==> src/rtl/nios_cpu_div_cell.sv <==
// Iterative restoring radix-2 divider for div/divu in the Nios execute stage.
// Fixed WIDTH+2 clock latency: one load cycle, WIDTH shift/subtract steps, one sign-fixup cycle.
module nios_cpu_div_cell #(
    parameter int WIDTH = 32
) (
    input  logic             clk,
    input  logic             reset,
    input  logic             start,
    input  logic             abort,
    input  logic             div_signed,
    input  logic [WIDTH-1:0] E_src1_div_cell,
    input  logic [WIDTH-1:0] E_src2_div_cell,
    output logic             busy,
    output logic             done,
    output logic [WIDTH-1:0] quotient,
    output logic [WIDTH-1:0] remainder,
    output logic             div_by_zero
);

    localparam int CW = $clog2(WIDTH + 1);
    localparam logic [CW-1:0] CNT_LOAD = CW'(WIDTH);

    typedef enum logic [1:0] {
        S_IDLE,
        S_CALC,
        S_FIX
    } state_t;

    state_t           state_q, state_d;
    logic [CW-1:0]    cnt_q, cnt_d;
    logic [WIDTH-1:0] dvd_q, dvd_d;        // dividend magnitude, becomes quotient as it shifts
    logic [WIDTH-1:0] rem_q, rem_d;
    logic [WIDTH-1:0] dsr_q, dsr_d;
    logic [WIDTH-1:0] raw_q, raw_d;        // dividend as given, returned on divide-by-zero
    logic             q_neg_q, q_neg_d;
    logic             r_neg_q, r_neg_d;
    logic [WIDTH-1:0] quotient_q, quotient_d;
    logic [WIDTH-1:0] remainder_q, remainder_d;
    logic             dbz_q, dbz_d;
    logic             done_q, done_d;

    logic             s1_neg, s2_neg;
    logic [WIDTH-1:0] mag1, mag2;
    logic [WIDTH:0]   partial;
    logic             fits;
    logic [WIDTH-1:0] diff_lo;

    assign s1_neg = div_signed & E_src1_div_cell[WIDTH-1];
    assign s2_neg = div_signed & E_src2_div_cell[WIDTH-1];
    assign mag1   = s1_neg ? (~E_src1_div_cell + 1'b1) : E_src1_div_cell;
    assign mag2   = s2_neg ? (~E_src2_div_cell + 1'b1) : E_src2_div_cell;

    // Remainder always stays below the divisor, so only the low WIDTH bits of the
    // difference are meaningful when the subtraction is taken.
    assign partial = {rem_q, dvd_q[WIDTH-1]};
    assign fits    = partial >= {1'b0, dsr_q};
    assign diff_lo = partial[WIDTH-1:0] - dsr_q;

    always_comb begin
        state_d     = state_q;
        cnt_d       = cnt_q;
        dvd_d       = dvd_q;
        rem_d       = rem_q;
        dsr_d       = dsr_q;
        raw_d       = raw_q;
        q_neg_d     = q_neg_q;
        r_neg_d     = r_neg_q;
        quotient_d  = quotient_q;
        remainder_d = remainder_q;
        dbz_d       = dbz_q;
        done_d      = 1'b0;

        if (abort) begin
            state_d = S_IDLE;
        end else begin
            case (state_q)
                S_IDLE: begin
                    if (start) begin
                        state_d = S_CALC;
                        cnt_d   = CNT_LOAD;
                        dvd_d   = mag1;
                        dsr_d   = mag2;
                        rem_d   = '0;
                        raw_d   = E_src1_div_cell;
                        q_neg_d = s1_neg ^ s2_neg;
                        r_neg_d = s1_neg;
                    end
                end
                S_CALC: begin
                    rem_d = fits ? diff_lo : partial[WIDTH-1:0];
                    dvd_d = {dvd_q[WIDTH-2:0], fits};
                    cnt_d = cnt_q - 1'b1;
                    if (cnt_q == CW'(1)) begin
                        state_d = S_FIX;
                    end
                end
                S_FIX: begin
                    state_d = S_IDLE;
                    done_d  = 1'b1;
                    if (dsr_q == '0) begin
                        quotient_d  = '1;
                        remainder_d = raw_q;
                        dbz_d       = 1'b1;
                    end else begin
                        quotient_d  = q_neg_q ? (~dvd_q + 1'b1) : dvd_q;
                        remainder_d = r_neg_q ? (~rem_q + 1'b1) : rem_q;
                        dbz_d       = 1'b0;
                    end
                end
                default: state_d = S_IDLE;
            endcase
        end
    end

    always_ff @(posedge clk or posedge reset) begin
        if (reset) begin
            state_q     <= S_IDLE;
            cnt_q       <= '0;
            dvd_q       <= '0;
            rem_q       <= '0;
            dsr_q       <= '0;
            raw_q       <= '0;
            q_neg_q     <= 1'b0;
            r_neg_q     <= 1'b0;
            quotient_q  <= '0;
            remainder_q <= '0;
            dbz_q       <= 1'b0;
            done_q      <= 1'b0;
        end else begin
            state_q     <= state_d;
            cnt_q       <= cnt_d;
            dvd_q       <= dvd_d;
            rem_q       <= rem_d;
            dsr_q       <= dsr_d;
            raw_q       <= raw_d;
            q_neg_q     <= q_neg_d;
            r_neg_q     <= r_neg_d;
            quotient_q  <= quotient_d;
            remainder_q <= remainder_d;
            dbz_q       <= dbz_d;
            done_q      <= done_d;
        end
    end

    assign busy        = (state_q != S_IDLE);
    assign done        = done_q;
    assign quotient    = quotient_q;
    assign remainder   = remainder_q;
    assign div_by_zero = dbz_q;

endmodule

==> config.mk <==
export PLATFORM = sky130hd
export DESIGN_NAME = nios_cpu_div_cell
export DESIGN_NICKNAME = d
export VERILOG_FILES = /design/src/rtl/nios_cpu_div_cell.sv
export SDC_FILE = /design/constraint.sdc
export NUM_CORES = 1
export LEC_CHECK = 0
export ABC_AREA = 1
export ABC_CLOCK_PERIOD_IN_PS = 6600
export BUFFER_PORTS_ARGS = -buffer_cell sky130_fd_sc_hd__buf_2
export CAP_MARGIN = 25
export CORE_AREA = 2 2 203 245
export CTS_CLUSTER_DIAMETER = 200
export DETAILED_ROUTE_END_ITERATION = 12
export DIE_AREA = 0 0 205 247
export GPL_ROUTABILITY_DRIVEN = 0
export PLACE_DENSITY = 0.55
export SETUP_SLACK_MARGIN = 0.3
export SYNTH_ARGS = -nofsm -noshare
export SYNTH_HDL_FRONTEND = slang
export SYNTH_SLANG_ARGS = --single-unit
==> constraint.sdc <==
create_clock -name clk -period 6.6 [get_ports clk]
set_input_delay 1.32 -clock clk [delete_from_list [all_inputs] [get_ports clk]]
set_output_delay 1.32 -clock clk [all_outputs]
set_load 0.01 [all_outputs]
==> results.md <==
- Post-Syn Area: about 14000 um^2
- Slew HR: 0.3948
- CP cell instances: ha_1 > nand3_1 > nor2_1 > a21oi_1 > nand2_1 > nor2_4 > nand2_4 > nand2_2 > nand2_1 > nand2_1 > nand2_1
- TritonRoute pass-1 iters: 6
- Finished Layout Cells: 2944
- Maximum vdd drop: around 180 uV
- Starting Density: 0.2944
- Switching Share: 0.4036
- Final period utilization: 0.4857
- RSZ-0062 raised after global routing: no
- Switch Pwr: 2014 uW
- Worst Hold Depth: 2
- Rows: roughly 90
- Max Cap Viol: 0
- Inst Count DP: slightly below 3000
- Core Area: just under 50000 um^2
- EDFF count, synth: 0
- Post-route DRC: 0
- WHS Endpoint: div_by_zero$_DFFE_PP0P_
- GRT Util Overall: 0.1825
- Die X: 205 um
- Synth Net Count: ~2300
- PortBufs: roughly 140
- Reg-to-reg slack, setup: around 3400 ps
- Setup TNS: 0 ps
- Setup CP Type: register to register
- Gr ovfl total: 0
- Critical R2R Capture: rem_q[26]$_DFFE_PP0P_
- Initial antenna violation count: 0
- Synth Area in Simple Gates: 0.3576
- CP max stage delay: around 500 ps
- Vias per cell: slightly below 5
- Final #Nets: about 2400
- Share of cells above drive strength 1: 0.09103
- Lkg Pwr: 0.008620 uW
- CTS hold repair buffers: 0
- Worst Skew: 13.02 ps
- Synth Area in Compound Gates: 0.1081
- Status: complete, no violations
- Sequential area share after synthesis: 0.3571
- Antenna viol nets, final: 0
- Number of DRC markers in iteration 0: 820
- H-tree lvl count: 1
- Final setup fails: 0
- CP Max Fanout: 33
- Top delay family on crit path: simple AND/OR/NAND/NOR gates
- Critical Path Most Common Cell: nand2_1
- Slowest-stage cell, CP: nor2_4
- Min cycle time layout: 3206 ps
- TritonCTS buffer count: 25
- Clock Sinks: roughly 200
- Clock slew at reported path FFs: ~60 ps
- Post-DP HPWL: between 30000 and 40000 um
- Post-Syn Instances: 2183
- Cells on worst reg2reg path: 11
- CTS Buffer Depth: 3
- Power per cell area: 304.9 nW/um^2
- Die area: just over 50000 um^2
- Hold path startpoint: div_by_zero$_DFFE_PP0P_
- Max Freq: between 300 and 400 MHz
- Vias in the first global route: approximately 14000
- Synth Area in Adders: 0.03466
- Internal Power: roughly 3000 uW
- Worst Path Buf+Inv: 0
- Combinational power share: 0.370
- Yosys reg bits: a little over 200
- Die Y: ~250 um
- Post-CTS Setup Inserts: 0
- First-pass GRT wire length: 73470 um
- Later-pin clock latency in the skew report: around 540 ps
- Yosys warning total: 0
- Root Buffer: clkbuf_16
- CP Data Arrival Time: 3630 ps
- Mux cell area share after synthesis: 0
- TritonCTS clock tree: yes
- Final Routed Wirelength: between 40000 and 50000 um
- Sequential share of power: 0.374
- Largest net degree at the start of global routing: 154
- Vias: between 10000 and 15000
- Least-Margin Pin Slew: between 900 and 1000 ps
- RR Startpoint: rem_q[29]$_DFFE_PP0P_
- Syn avg cell area: 6.548 um^2
- Pins Over Slew Limit: 0
- Clock power frac: 0.256
- Layout area overhead: 14.52%
- Post-CTS resize count: 0
- Nature of the critical path endpoint: register
- Top_reg_cell synth: dfrtp_1
- Distinct cells, synth: 45
- CP startpoint kind: register
- Final hold vios: 0
- Main combinational cell family by area after synthesis: simple AND/OR/NAND/NOR gates
- Synth Area in XOR/XNOR: 0.03247
- Antenna Cells: 0
- Routed length per instance: 15.69 um
- Hold WC Path Type: register to register
- Io pins: between 100 and 150
- Data required, critical path: ~7000 ps
- Async SR Flop Fraction: 1.000
## worst max-delay path by stage
stage | endpoint | from | slack [ps] | cells after the start
2_1_floorplan | cnt_q[0]$_DFFE_PP0P_ | reset | 2640 | 1
3_3_place_gp | dsr_q[28]$_DFFE_PP0P_ | div_signed | 3090 | 8
3_5_place_dp | dsr_q[28]$_DFFE_PP0P_ | div_signed | 2980 | 8
4_1_cts | rem_q[26]$_DFFE_PP0P_ | rem_q[26]$_DFFE_PP0P_ | 3490 | 13
5_1_grt | rem_q[26]$_DFFE_PP0P_ | rem_q[26]$_DFFE_PP0P_ | 3190 | 13
6_report | rem_q[26]$_DFFE_PP0P_ | rem_q[29]$_DFFE_PP0P_ | 3390 | 11
## worst reg2reg max path: stages, from the launching register on
cell and delay [ps]:
dfrtp_1 470, ha_1 430, nand3_1 290, nor2_1 70
a21oi_1 240, nand2_1 130, nor2_4 500, nand2_4 360
nand2_2 380, nand2_1 90, nand2_1 80, nand2_1 60
## power by group through the flow
| stage | registers (uW) | logic [uW] | clock network (uW) |
|---|---|---|---|
| 6_report | 1870 | 1850 | 1280 |
| 5_1_grt | 1910 | 2110 | 1350 |
| 4_1_cts | 1870 | 1860 | 1310 |
| 3_5_place_dp | 1890 | 1850 | 0 |
| 3_3_place_gp | 1880 | 1840 | 0 |
| 2_1_floorplan | 1880 | 1200 | 0 |
## routing by layer
| metal | vias to the layer above | GRT usage | part of all wire |
|---|---|---|---|
| met5 | - | 0 | 0 |
| met4 | 0 | 0.07406 | 0.041 |
| met3 | 90 | 0.01792 | 0.038 |
| met2 | 328 | 0.3253 | 0.49 |
| met1 | 6504 | 0.2242 | 0.43 |
| li1 | 7219 | - | - |
## kinds of logic (layout without fill, tap and decap cells)
kind of cell	Yosys count	in the layout
and+or+nand+nor	1207	1207
AOI/OAI and AO/OA	268	268
xor gates and xnor gates	53	53
DFF	204	204
adders and majority gates	39	39
buffers and inverters	412	536
## cell type report
type                            count  area [um^2]
Fill cell                        5381        32180
Multi-Input combinational cell   1567         7631
Sequential cell                   204         5105
Inverter                          347         1306
Tap cell                          637        797.0
Timing Repair Buffer              148        785.8
Clock buffer                       34        699.4
Clock inverter                      7        46.29
## synthesized netlist by cell type, drive strengths merged, types with 21 or more instances
| cell type | count | area, um^2 |
|---|---|---|
| nor2 | 199 | 774.5 |
| clkbuf | 46 | 172.7 |
| a21oi | 48 | 240.2 |
| inv | 343 | 1287 |
| dfrtp | 204 | 5105 |
| nor3 | 25 | 141.4 |
| a31oi | 21 | 131.4 |
| xor2 | 32 | 280.3 |
| o211ai | 27 | 202.7 |
| xnor2 | 21 | 183.9 |
| nand3 | 258 | 1296 |
| ha | 38 | 475.5 |
| nand4 | 23 | 143.9 |
| o21ai | 127 | 635.6 |
| nand2 | 666 | 2512 |
## cell usage in the layout, fill, tap and decap left out, types with 21 or more instances in the layout
| cell type | n |
|---|---|
| nand2_1 | 662 |
| nor3_1 | 23 |
| xnor2_1 | 21 |
| o211ai_1 | 27 |
| buf_2 | 135 |
| ha_1 | 38 |
| nand3_1 | 257 |
| clkbuf_16 | 25 |
| xor2_1 | 32 |
| a21oi_1 | 48 |
| nand4_1 | 23 |
| o21ai_0 | 124 |
| inv_1 | 338 |
| dfrtp_1 | 204 |
| a31oi_1 | 21 |
| nor2_1 | 194 |
## flip-flops by register name, indices dropped and copies added (netlist names)
| name | flops |
|---|---|
| dsr_q | 32 |
| dvd_q | 32 |
| quotient | 32 |
| raw_q | 32 |
| rem_q | 32 |
| remainder | 32 |
| cnt_q | 6 |
| state_q | 2 |
| div_by_zero | 1 |
| done | 1 |
| q_neg_q | 1 |
| r_neg_q | 1 |
## stage by stage
step	hold WS (ps)	setup slack (ps)	power, uW	utilization	area, um^2
2_1_floorplan	442.2	2636	3080	-	14300
3_3_place_gp	470.3	3087	3723	0.3218	15630
3_5_place_dp	467.7	2979	3745	0.3218	15630
4_1_cts	489.2	3487	5045	0.3372	16370
5_1_grt	506.8	3193	5376	0.3372	16370
6_report	481.9	3394	4991	0.3372	16370
(Power assumes the default switching activity.)
